[config.mk]
export PLATFORM = sky130hd
export DESIGN_NAME = return_addr_stack_flat
export DESIGN_NICKNAME = d
export VERILOG_FILES = /design/src/rtl/return_addr_stack_pkg.sv /design/src/rtl/return_addr_stack_if.sv /design/src/rtl/return_addr_stack.sv /design/src/flat_wrapper.sv
export SDC_FILE = /design/constraint.sdc
export NUM_CORES = 1
export LEC_CHECK = 0
export ABC_AREA = 1
export BUFFER_PORTS_ARGS = -buffer_cell sky130_fd_sc_hd__buf_2
export CAP_MARGIN = 20
export CORE_MARGIN = 4
export CORE_UTILIZATION = 52
export DETAILED_ROUTE_END_ITERATION = 10
export HOLD_SLACK_MARGIN = 0.05
export PLACE_DENSITY = 0.74
export SLEW_MARGIN = 20
export SYNTH_ARGS = -nofsm -noshare
export SYNTH_HDL_FRONTEND = slang
export SYNTH_SLANG_ARGS = --single-unit
[constraint.sdc]
create_clock -name clk -period 1.9 [get_ports clk]
set_input_delay 0.475 -clock clk [delete_from_list [all_inputs] [get_ports clk]]
set_output_delay 0.475 -clock clk [all_outputs]
set_load 0.01 [all_outputs]
[src/rtl/return_addr_stack_pkg.sv]
// Shared defaults and full-stack push policy encodings for the return address stack.
package return_addr_stack_pkg;
    localparam int DEF_ADDR_W = 8;
    localparam int DEF_DEPTH  = 4;
    localparam int OVF_REJECT = 0;
    localparam int OVF_WRAP   = 1;
endpackage

[src/rtl/return_addr_stack_if.sv]
// Call/return request bus and stack status; master drives requests, slave owns the stack.
interface return_addr_stack_if #(
    parameter int ADDR_W = return_addr_stack_pkg::DEF_ADDR_W,
    parameter int DEPTH  = return_addr_stack_pkg::DEF_DEPTH
);
    localparam int CW = $clog2(DEPTH + 1);

    logic              push_en;
    logic              pop_en;
    logic [ADDR_W-1:0] push_addr;
    logic [ADDR_W-1:0] top_addr;
    logic [CW-1:0]     count;
    logic              empty;
    logic              full;
    logic              overflow;
    logic              underflow;

    modport master (
        output push_en, pop_en, push_addr,
        input  top_addr, count, empty, full, overflow, underflow
    );
    modport slave (
        input  push_en, pop_en, push_addr,
        output top_addr, count, empty, full, overflow, underflow
    );
endinterface

[src/rtl/return_addr_stack.sv]
// Circular return address stack: sp addresses the top entry, count tracks occupancy.
module return_addr_stack
    import return_addr_stack_pkg::*;
#(
    parameter int ADDR_W   = DEF_ADDR_W,
    parameter int DEPTH    = DEF_DEPTH,
    parameter int OVF_MODE = OVF_REJECT
) (
    input  logic                clk,
    input  logic                rst,
    return_addr_stack_if.slave  bus
);
    localparam int CW = $clog2(DEPTH + 1);
    localparam int PW = $clog2(DEPTH);

    logic [ADDR_W-1:0] r_mem [DEPTH];
    logic [PW-1:0]     r_sp;
    logic [CW-1:0]     r_count;
    logic              r_overflow;
    logic              r_underflow;

    logic              w_empty;
    logic              w_full;
    logic [PW-1:0]     w_sp_inc;
    logic [PW-1:0]     w_sp_dec;
    logic              w_push_only;
    logic              w_replace;
    logic              w_pop_only;
    logic              w_wr_en;
    logic [PW-1:0]     w_wr_idx;

    assign w_empty = (r_count == '0);
    assign w_full  = (r_count == CW'(DEPTH));

    // Explicit compares so non-power-of-two depths wrap correctly
    assign w_sp_inc = (r_sp == PW'(DEPTH - 1)) ? '0 : r_sp + 1'b1;
    assign w_sp_dec = (r_sp == '0) ? PW'(DEPTH - 1) : r_sp - 1'b1;

    // A simultaneous push/pop on an empty stack degrades to a plain push
    assign w_push_only = bus.push_en && (!bus.pop_en || w_empty);
    assign w_replace   = bus.push_en && bus.pop_en && !w_empty;
    assign w_pop_only  = bus.pop_en && !bus.push_en;

    assign w_wr_en  = !rst && (w_replace ||
                      (w_push_only && (!w_full || OVF_MODE == OVF_WRAP)));
    assign w_wr_idx = w_replace ? r_sp : w_sp_inc;

    always_ff @(posedge clk) begin
        if (w_wr_en)
            r_mem[w_wr_idx] <= bus.push_addr;
    end

    always_ff @(posedge clk) begin
        if (rst) begin
            r_sp        <= '0;
            r_count     <= '0;
            r_overflow  <= 1'b0;
            r_underflow <= 1'b0;
        end else begin
            r_overflow  <= w_push_only && w_full;
            r_underflow <= bus.pop_en && w_empty;
            if (w_push_only) begin
                if (!w_full) begin
                    r_sp    <= w_sp_inc;
                    r_count <= r_count + 1'b1;
                end else if (OVF_MODE == OVF_WRAP) begin
                    r_sp    <= w_sp_inc;
                end
            end else if (w_pop_only && !w_empty) begin
                r_sp    <= w_sp_dec;
                r_count <= r_count - 1'b1;
            end
        end
    end

    assign bus.top_addr  = w_empty ? '0 : r_mem[r_sp];
    assign bus.count     = r_count;
    assign bus.empty     = w_empty;
    assign bus.full      = w_full;
    assign bus.overflow  = r_overflow;
    assign bus.underflow = r_underflow;
endmodule

[src/flat_wrapper.sv]
// flat-port wrapper written by rule: the top's interface ports become plain ports
module return_addr_stack_flat import return_addr_stack_pkg::*;
#(
    parameter int ADDR_W   = DEF_ADDR_W,
    parameter int DEPTH    = DEF_DEPTH,
    parameter int OVF_MODE = OVF_REJECT
)
  (clk, rst, bus_push_en, bus_pop_en, bus_push_addr, bus_top_addr, bus_count, bus_empty, bus_full, bus_overflow, bus_underflow);
  return_addr_stack_if #(.ADDR_W(ADDR_W), .DEPTH(DEPTH)) bus_i ();
  input  logic clk;
  input  logic rst;
  input wire logic [$bits(bus_i.push_en)-1:0] bus_push_en;
  input wire logic [$bits(bus_i.pop_en)-1:0] bus_pop_en;
  input wire logic [$bits(bus_i.push_addr)-1:0] bus_push_addr;
  output wire logic [$bits(bus_i.top_addr)-1:0] bus_top_addr;
  output wire logic [$bits(bus_i.count)-1:0] bus_count;
  output wire logic [$bits(bus_i.empty)-1:0] bus_empty;
  output wire logic [$bits(bus_i.full)-1:0] bus_full;
  output wire logic [$bits(bus_i.overflow)-1:0] bus_overflow;
  output wire logic [$bits(bus_i.underflow)-1:0] bus_underflow;
  assign bus_i.push_en = bus_push_en;
  assign bus_i.pop_en = bus_pop_en;
  assign bus_i.push_addr = bus_push_addr;
  assign bus_top_addr = bus_i.top_addr;
  assign bus_count = bus_i.count;
  assign bus_empty = bus_i.empty;
  assign bus_full = bus_i.full;
  assign bus_overflow = bus_i.overflow;
  assign bus_underflow = bus_i.underflow;
  return_addr_stack #(.ADDR_W(ADDR_W), .DEPTH(DEPTH), .OVF_MODE(OVF_MODE)) u_core (.clk(clk), .rst(rst), .bus(bus_i));
endmodule
==> run summary <==
Flops & latches, synth: 41
DR vias/cell: 5.22
Async SR Flop Fraction: 0%
Net count after synthesis: 180
Switching Share: 36.1%
Clock Tree Root: clkbuf_4
PwrDens: 1320 nW/µm²
Synth Instances: 165
Chip Width: 66.4 µm
Layout cell share with drive strength beyond 1: 29.6%
Psw: 995 µW
P_int: 1.76 mW
Synth area leaders: edfxtp_1, dfxtp_1, nor2_1, o21ai_0, a21oi_1
# hold bufs at CTS: 0
TritonCTS Buffers: 5
Vias in the first global route: 1,284
Largest family of logic cells by synthesized area: simple AND/OR/NAND/NOR gates
Nets: 217
GRT Max-Usage Layer: met2
Clk buf depth: 2
P_leak: 0.863 nW
Most frequent cells in the layout: nor2_1, edfxtp_1, buf_2
Worst-path cell chain: buf_4, nor2_1, nor2_1, o21ai_0, a21oi_1, buf_2
Slew Limit Fails: 0
Logic pwr share: 37.2%
GR Layer Usage met1: 21.1%
Peak supply drop: 0.796 mV
Area of the multi-input gates: 559 µm²
GR Layer Usage met2: 30.7%
Post-synth EDFFs: 32
GP Congestion: 0.765
Measured slew at the worst slew-check pin: 0.228 ns
Placed Area: 1990 µm²
Synth Area in Compound Gates: 9.44%
Ports: 27
Worst-Skew Late Latency: 0.34 ns
Syn avg cell area: 10.8 µm²
Num Clock Sinks: 41
Met3 Resource Use GR: 5.10%
Final hold slack: 0.300 ns
Fin area: 2100 µm²
Initial antenna violation count: 0
GRT Overall Usage: 17.8%
Clock slew at reported path FFs: 0.11 ns
Area Overhead vs Synth: 18.1%
WHS Path Cells: 2
Worst r2r path cells: 9
Slowest stage delay, CP: 0.41 ns
Seq pwr share: 43.1%
Min cycle time layout: 1.89 ns
Post-synth cell types: 25
Total gr overflow: 0
Dpl cells: 238
Non-Filler Instances: 247
Max transition margin: 84.8%
Hpwl dp: 2450 µm
Sequential share of the synthesized area: 64.3%
Die ar.: 4410 µm²
Largest net degree at the start of global routing: 17
Crit share post-route: 99.3%
Total wire length: 3510 µm
CTS tree: yes
Site Rows: 20
DR WL/cell: 14.2 µm
Die Span Y: 66.4 µm
First drt pass iteration count: 4
Hold Fails Final Rpt: 0
Top-area cell type share of the netlist area: 54.1%
Number of remaining DRC errors: 0
Simple-Gate Fraction of Synth Area: 19.0%
Hold WC Path Type: input port to flip-flop
Detailed-route via count: 1,289
Final setup vio count: 0
Clk network pwr share: 19.7%
Max Freq: 530 MHz
Critical path required time: 1.42 ns
FF/Latch Area: 1150 µm²
CP max stage cell: dfxtp_4
Core area: 3150 µm²
Yosys synthesis warning count: 0
RSZ-0062 raised after global routing: true
Number of fill cells: 258
CP dominant cell by count: nor2_1
Critical Path Start Type: flip-flop
Data arrival time of the worst path: 1.41 ns
Peak fanout along the critical path: 5
Skew final: 0.0105 ns
Htree depth: 2
Commonest non-fill, non-tap cell in the layout: nor2_1
Dominant cell type by area after synthesis: edfxtp_1
Status: finished, final reports clean
IO Port Bufs: 26
Mapped cell area: 1780 µm²
Max-cap viol count: 0
N_diodes: 0
Starting Density: 56.3%
FF-to-FF setup slack: 0.14 ns
ANT nets after route: 0
Nature of the critical path endpoint: output port
Global-route wire length before repair: 5760 µm
Crit path kind: flip-flop to output port
Starting DRT DRC Count: 75
Adder-Cell Fraction of Synth Area: 2.54%
Mux share of post-synthesis cell area: 0%
Synth Area in XOR/XNOR: 0.493%
Synth Flop Type: edfxtp_1
Setup_tns: 0 ns
==> cells by family (layout without fill, tap and decap cells) <==
group,after synthesis,in the layout
xor gates and xnor gates,1,1
AOI/OAI and AO/OA,32,32
buffers and inverters,18,56
and+or+nand+nor,70,70
adders and majority gates,3,3
DFF,41,41
==> sequential cells by signal, summed over array words and instances, names as in the netlist, named ones only <==
| register | count |
|---|---|
| u_core.r_mem | 32 |
| u_core.bus.count | 3 |
| u_core.r_sp | 2 |
| u_core.bus.overflow | 1 |
| u_core.bus.underflow | 1 |
==> power by group through the flow <==
stage	Combinational (mW)	Clock (mW)	Sequential (mW)
after floorplan	0.659	0	1.19
after global placement	0.950	0	1.19
after detailed placement	0.994	0	1.20
after CTS	1.02	0.551	1.18
after global routing	1.15	0.590	1.20
final	1.02	0.544	1.19
==> through the flow <==
step | power [mW] | util, % | setup slack [ns]
after floorplan | 1.84 | - | 0.144
after global placement | 2.14 | 63.1 | 0.177
after detailed placement | 2.19 | 63.1 | 0.132
after CTS | 2.75 | 66.2 | 0.00264
after global routing | 2.95 | 66.5 | -0.0749
final | 2.76 | 66.5 | 0.0136
==> cell usage after synthesis (2+ instances only) <==
library cell  instances
a21oi_1               9
buf_2                 2
dfxtp_1               9
edfxtp_1             32
ha_1                  2
inv_1                12
nand2_1              10
nand2_2               2
nand2_4               3
nand3_1               2
nor2_1               46
nor3_2                2
o21ai_0              21
o21ai_2               2
==> area by class of cell <==
cell class	instances	share of cell area (%)
clock inverters	2	1.67
multi-input cells	106	26.7
clock buffers	6	1.97
well taps	44	2.63
inverters	14	2.86
flip-flops and latches	41	54.8
repair buffers	34	9.43
==> critical path: cells and delay by family (launching register included) <==
kind,cells,cell delay (ns)
buffers and inverters,2,0.29
and+or+nand+nor,2,0.11
DFF,1,0.41
AOI/OAI and AO/OA,2,0.26
==> worst paths after layout <==
kind	endpoint	start
max	bus_top_addr[2]	flip-flop
min	u_core.bus.overflow	rst
max reg2reg	u_core.r_mem[3][7]	u_core.r_sp[0]
min reg2reg	u_core.bus.count[2]	u_core.bus.count[2]
==> metal layers <==
| layer | share of wire [%] | wire [µm] |
|---|---|---|
| met1 | 39 | 1370 |
| met2 | 53 | 1870 |
| met3 | 6.4 | 224 |
| met4 | 1.2 | 42 |
| met5 | 0 | 0 |
==> repair_timing <==
action | CTS | global route
setup endpoints to repair | 9 | 8
resized for setup | 6 | 11
pin swaps | 0 | 3
buffers inserted | 1 | 0
Note: power is estimated with default switching activity, not from simulation.
